$ cat src/rtl/demux_1_4_buffered_if.sv
// demux_1_4_buffered_if: producer and four-consumer bus of the buffered 1-to-4 demux.
interface demux_1_4_buffered_if #(
    parameter int WIDTH     = 32,
    parameter int CNT_WIDTH = 16
);
    logic                 in_valid;
    logic                 in_ready;
    logic [1:0]           select;
    logic [WIDTH-1:0]     in_data;
    logic [3:0]           out_valid;
    logic [3:0]           out_ready;
    logic [WIDTH-1:0]     output0;
    logic [WIDTH-1:0]     output1;
    logic [WIDTH-1:0]     output2;
    logic [WIDTH-1:0]     output3;
    logic [CNT_WIDTH-1:0] accept_count;

    modport master (
        output in_valid, select, in_data, out_ready,
        input  in_ready, out_valid, output0, output1, output2, output3, accept_count
    );

    modport slave (
        input  in_valid, select, in_data, out_ready,
        output in_ready, out_valid, output0, output1, output2, output3, accept_count
    );
endinterface

$ cat src/rtl/demux_1_4_buffered.sv
// demux_1_4_buffered: routes one word per handshake to one of four channels,
// each with a one-entry holding register, and counts accepted words.
module demux_1_4_buffered #(
    parameter int WIDTH     = 32,
    parameter int CNT_WIDTH = 16
) (
    input  logic                  clk,
    input  logic                  rst_n,
    demux_1_4_buffered_if.slave   bus
);
    typedef enum logic {EMPTY, FULL} ch_state_t;

    logic [3:0]           w_full;
    logic                 w_accept;
    logic [CNT_WIDTH-1:0] r_count;

    // A full channel can still accept when its consumer drains in the same cycle.
    assign bus.in_ready = !w_full[bus.select] | bus.out_ready[bus.select];
    assign w_accept     = bus.in_valid & bus.in_ready;

    for (genvar g = 0; g < 4; g++) begin : ch
        ch_state_t        r_state;
        ch_state_t        w_state_nxt;
        logic [WIDTH-1:0] r_buf;
        logic             w_hit;

        assign w_full[g] = (r_state == FULL);
        assign w_hit     = w_accept && (bus.select == 2'(g));

        always_comb begin
            w_state_nxt = r_state;
            if (w_hit)
                w_state_nxt = FULL;
            else if (w_full[g] && bus.out_ready[g])
                w_state_nxt = EMPTY;
        end

        always_ff @(posedge clk or negedge rst_n) begin
            if (!rst_n) begin
                r_state <= EMPTY;
                r_buf   <= '0;
            end else begin
                r_state <= w_state_nxt;
                if (w_hit)
                    r_buf <= bus.in_data;
            end
        end
    end

    always_ff @(posedge clk or negedge rst_n) begin
        if (!rst_n)
            r_count <= '0;
        else if (w_accept)
            r_count <= r_count + 1'b1;
    end

    assign bus.out_valid    = w_full;
    assign bus.output0      = ch[0].r_buf;
    assign bus.output1      = ch[1].r_buf;
    assign bus.output2      = ch[2].r_buf;
    assign bus.output3      = ch[3].r_buf;
    assign bus.accept_count = r_count;
endmodule
$ cat src/flat_wrapper.sv
// flat-port wrapper written by rule: the top's interface ports become plain ports
module demux_1_4_buffered_flat 
#(
    parameter int WIDTH     = 32,
    parameter int CNT_WIDTH = 16
)
  (clk, rst_n, bus_in_valid, bus_select, bus_in_data, bus_out_ready, bus_in_ready, bus_out_valid, bus_output0, bus_output1, bus_output2, bus_output3, bus_accept_count);
  demux_1_4_buffered_if #(.WIDTH(WIDTH), .CNT_WIDTH(CNT_WIDTH)) bus_i ();
  input  logic clk;
  input  logic rst_n;
  input wire logic [$bits(bus_i.in_valid)-1:0] bus_in_valid;
  input wire logic [$bits(bus_i.select)-1:0] bus_select;
  input wire logic [$bits(bus_i.in_data)-1:0] bus_in_data;
  input wire logic [$bits(bus_i.out_ready)-1:0] bus_out_ready;
  output wire logic [$bits(bus_i.in_ready)-1:0] bus_in_ready;
  output wire logic [$bits(bus_i.out_valid)-1:0] bus_out_valid;
  output wire logic [$bits(bus_i.output0)-1:0] bus_output0;
  output wire logic [$bits(bus_i.output1)-1:0] bus_output1;
  output wire logic [$bits(bus_i.output2)-1:0] bus_output2;
  output wire logic [$bits(bus_i.output3)-1:0] bus_output3;
  output wire logic [$bits(bus_i.accept_count)-1:0] bus_accept_count;
  assign bus_i.in_valid = bus_in_valid;
  assign bus_i.select = bus_select;
  assign bus_i.in_data = bus_in_data;
  assign bus_i.out_ready = bus_out_ready;
  assign bus_in_ready = bus_i.in_ready;
  assign bus_out_valid = bus_i.out_valid;
  assign bus_output0 = bus_i.output0;
  assign bus_output1 = bus_i.output1;
  assign bus_output2 = bus_i.output2;
  assign bus_output3 = bus_i.output3;
  assign bus_accept_count = bus_i.accept_count;
  demux_1_4_buffered #(.WIDTH(WIDTH), .CNT_WIDTH(CNT_WIDTH)) u_core (.clk(clk), .rst_n(rst_n), .bus(bus_i));
endmodule
$ cat config.mk
export PLATFORM = sky130hd
export DESIGN_NAME = demux_1_4_buffered_flat
export DESIGN_NICKNAME = d
export VERILOG_FILES = /design/src/rtl/demux_1_4_buffered_if.sv /design/src/rtl/demux_1_4_buffered.sv /design/src/flat_wrapper.sv
export SDC_FILE = /design/constraint.sdc
export NUM_CORES = 1
export LEC_CHECK = 0
export BUFFER_PORTS_ARGS = -buffer_cell sky130_fd_sc_hd__clkbuf_2
export CAP_MARGIN = 20
export CORE_MARGIN = 4
export CORE_UTILIZATION = 34
export CTS_BUF_LIST = sky130_fd_sc_hd__clkbuf_16
export CTS_CLUSTER_SIZE = 25
export DETAILED_ROUTE_END_ITERATION = 16
export MAX_ROUTING_LAYER = met4
export SETUP_SLACK_MARGIN = 0.05
export SYNTH_ARGS = -nofsm -noshare
export SYNTH_HDL_FRONTEND = slang
export SYNTH_SLANG_ARGS = --single-unit
$ cat constraint.sdc
create_clock -name clk -period 1.7 [get_ports clk]
set_clock_uncertainty 0.15 [all_clocks]
set_input_delay 0.085 -clock clk [delete_from_list [all_inputs] [get_ports clk]]
set_output_delay 0.085 -clock clk [all_outputs]
set_load 0.01 [all_outputs]
==> results.txt <==
- The flow ran to the end, but the final reports show violations.
- The final reports fail on negative setup slack.
* Register Area: 0.00370 sq mm
- Cells taking the most area after synthesis: dfrtp_1 64%, mux2_2 24%, xnor2_1 2.3%
- TritonCTS built the clock tree.
- met2 is the most crowded layer.
- Summed over all layers, the global routing overflow is 0.
* Crit path max fanout: 3
* RSZ-0062 raised after global routing: true
- Max-cap violations in this run came to 0.
* Clock-pin transition on the worst setup and hold timing paths: 0.06 ns
- Clock latency of the later-clocked register in the worst-skew pair: 0.41 ns
- For this run, global-route usage on met1 was measured as 0.196.
- Post-Synthesis Cells: 365
* Iteration-0 DRC count of the detailed router: 134
- The synthesized design contains 0 enable-type register cells.
* Area after DPL: 0.00712 sq mm
- Once routing completed, OpenROAD measured the worst setup slack at -0.173 ns.
- The initial antenna violation count is 0.
* Highest-delay cell along the critical path: mux4_2
- In this run the deepest clock path goes through 2 buffers.
- For this run, asynchronously set or reset flops after synthesis account for 1.00.
- List of cells traversed by the critical path: nand2b_1 -> mux4_2 -> buf_12 -> buf_6
* Pint: 0.00804 W
* Top-level I/O count: 190
- Type of the most critical hold path: input port to async pin
- Dividing the detail-routed wire length by the instance count gives 19.0 um.
- In this design, the stage delay of the slowest critical-path cell is 0.52 ns.
* Yosys warnings: 0
- Data on the critical path arrives at its endpoint at 1.64 ns.
- Of the total power, the share spent switching nets is 0.277.
- Non-Filler Cell Area, Final: 0.00882 sq mm
- At the end of routability-driven placement, the weighted congestion stood at 0.750.
- In this run the cell area of the synthesized design comes to 0.00580 sq mm.
- Area growth from synthesis to layout: 52.1%
* Top cell types by occurrence after synthesis: 148 x dfrtp_1, 125 x mux2_2, 15 x xnor2_1
- Summing all multi-input logic gate instances after layout gives 0.00223 sq mm.
- For this configuration, the core starts out at a cell density of 0.348.
- Register bit count reported by yosys: 148
- Final count of negative-setup-slack endpoints: 48
- Clock buffers created by TritonCTS: 17
* H-tree levels: 4
* Area of the die: 0.0192 sq mm
* Static leakage: 4.31 nW
* Global-route wire length before repair: 23.8 mm
- Routing usage on met3: 0.0469
* Yosys cell types: 27
- The number of global-route vias before repair is 4411.
- In this run the power spent charging and discharging nets is 0.00309 W.
- M2 GR Usage: 0.260
- Flop pwr share: 0.425
* Share of final-layout standard cells stronger than drive strength 1: 0.618
- Min cycle time layout: 1.87 ns
- The worst setup path is launched from a flip-flop.
* IO Port Bufs: 189
- CTS placed an instance of clkbuf_16 at the clock tree root.
- Vias: 4066
* Worst slew margin relative to its limit: 0.699
- Final Routed Wirelength: 16.4 mm
- For this run, the detailed router's first-pass iteration total came to 6.
- Power per standard cell area: 1260 mW/mm^2
- Share of synthesized area occupied by flip-flops and latches: 0.639
* Capturing element type of the critical path: primary output
* Critical Setup Path Class: flip-flop to primary output
- The number of max-slew violations in the final report is 0.
* Number of cell rows: 47
- In this run the worst setup path begins at u_core.ch[2].r_state.
- HPWL Detailed: 9.79 mm
* Syn_area_per_cell: 15.9 sq um
* Area share of the largest cell type after synthesis: 0.639
- Gate power share: 0.247
- Overall die width: 139 um
* Slew at the pin with the worst max-slew slack: 0.452 ns
* Overall routing resource usage: 0.161
- The count of nets left with antenna violations once routing finished came out at 0.
* FMAX: 0.534 GHz
* Die Span Y: 139 um
- Final-layout setup total negative slack: -2.33 ns
- Total buffers and inverters traversed by the critical path: 2
- Synth Net Count: 407
- Diodes inserted: 0
- Pin count of the biggest net entering global routing: 46
- Post-route DRC: 0
- Fin nets: 678
- The worst-case IR drop observed on VDD is 0.666 mV.
* Vias/cell: 4.70
- At the worst endpoint, the required time is 1.46 ns.
- Relative contribution of the clock network to total power: 0.328
* Cell family contributing the most delay on the critical path: multiplexers
* Cell type with the highest aggregate area in the netlist: dfrtp_1
* Fill cell total of the finished layout: 1421
* Clock sink count: 148
- Dominant cell by count in the synthesized netlist: dfrtp_1
- In the finished design, the share of the clock period the worst path needs comes to 1.10.
- Share of the core filled with cells: 0.530
- For this run, the leading register cell type out of synthesis is dfrtp_1.
- Prior to clock tree synthesis, the placed netlist has a worst setup slack of 0.0512 ns.
- In this run the critical register-to-register path is launched from u_core.ch[2].r_state.
- Count of endpoints failing hold in the final timing report: 0
- In this run the standard cell core region covers 0.0166 sq mm.
==> cells by family (layout without fill, tap and decap cells) <==
group                      Yosys count  after routing  share of synthesized area
AOI/OAI and AO/OA                    1              1                   0.000862
adders and majority gates            1              1                    0.00216
buffers and inverters               24            305                     0.0287
DFF                                148            148                      0.639
muxes                              130            130                      0.254
and+or+nand+nor                     46             46                     0.0526
xor gates and xnor gates            15             15                     0.0227
==> worst reg2reg max path, cell delays in order, from the launching register on <==
cell,delay [ns]
dfrtp_1,0.34
nand2b_1,0.10
mux4_2,0.52
buf_4,0.16
buf_6,0.11
nand2_4,0.07
mux2_4,0.29
==> layout by cell type, fill, tap and decap left out, drive strengths merged, types with 5 or more instances in the layout <==
| cell type | n |
|---|---|
| clkbuf | 211 |
| xnor2 | 15 |
| dlygate4sd3 | 41 |
| nand3 | 7 |
| dfrtp | 148 |
| and3 | 5 |
| buf | 39 |
| nand4 | 9 |
| clkinv | 7 |
| nand2 | 8 |
| mux2 | 129 |
==> sequential cells by signal, indices dropped and copies added (netlist names) <==
signal	count
u_core.bus.output0	32
u_core.bus.output1	32
u_core.bus.output2	32
u_core.bus.output3	32
u_core.bus.accept_count	16
u_core.ch.r_state	4
==> timing repair <==
item,CTS,global route
pin swaps,0,2
hold buffers,41,0
resized for setup,46,50
buffers inserted,11,6
endpoints found under the hold margin,280,0
gates cloned,2,9
endpoints found under the setup margin,17,110
==> path summary, 6_finish.rpt <==
check	to	slack, ns	depth (start not counted)
max	bus_in_ready	-0.17	4
min	u_core.bus.accept_count[7]	0.02	2
max reg2reg	u_core.bus.accept_count[1]	-0.15	6
min reg2reg	u_core.bus.accept_count[15]	0.33	1
max in group asynchronous	u_core.bus.output1[25]	0.76	3
min in group clk	u_core.ch[3].r_state	0.11	5
==> routing by layer <==
| metal | share of wire | vias to the layer above | wire length (um) |
|---|---|---|---|
| li1 | - | 1833 | - |
| met4 | 0.013 | 0 | 218 |
| met2 | 0.49 | 126 | 8060 |
| met5 | 0 | - | 0 |
| met3 | 0.043 | 17 | 710 |
| met1 | 0.45 | 2090 | 7450 |
==> stage by stage <==
stage	total power, W	cells	hold WS, ns
after global placement	0.00702	770	-0.103
final	0.0111	866	0.0226
after detailed placement	0.00710	770	-0.0962
after floorplan	0.00588	365	-0.361
after CTS	0.0110	853	0.0359
after global routing	0.0117	866	0.0666
==> power by group through the flow <==
stage,Sequential [W],Combinational [W],Clock (W)
after global placement,0.00473,0.00229,0
final,0.00473,0.00274,0.00365
after detailed placement,0.00476,0.00234,0
after floorplan,0.00505,0.000832,0
after global routing,0.00482,0.00295,0.00388
after CTS,0.00472,0.00258,0.00374
==> area by class of cell <==
cell class | instances | share of cell area
Multi-Input combinational cell | 193 | 0.252
Tap cell | 220 | 0.0312
Clock buffer | 17 | 0.0482
Sequential cell | 148 | 0.420
Clock inverter | 12 | 0.0160
Timing Repair Buffer | 274 | 0.231
Inverter | 2 | 0.000851
Note: power is estimated with default switching activity, not from simulation.
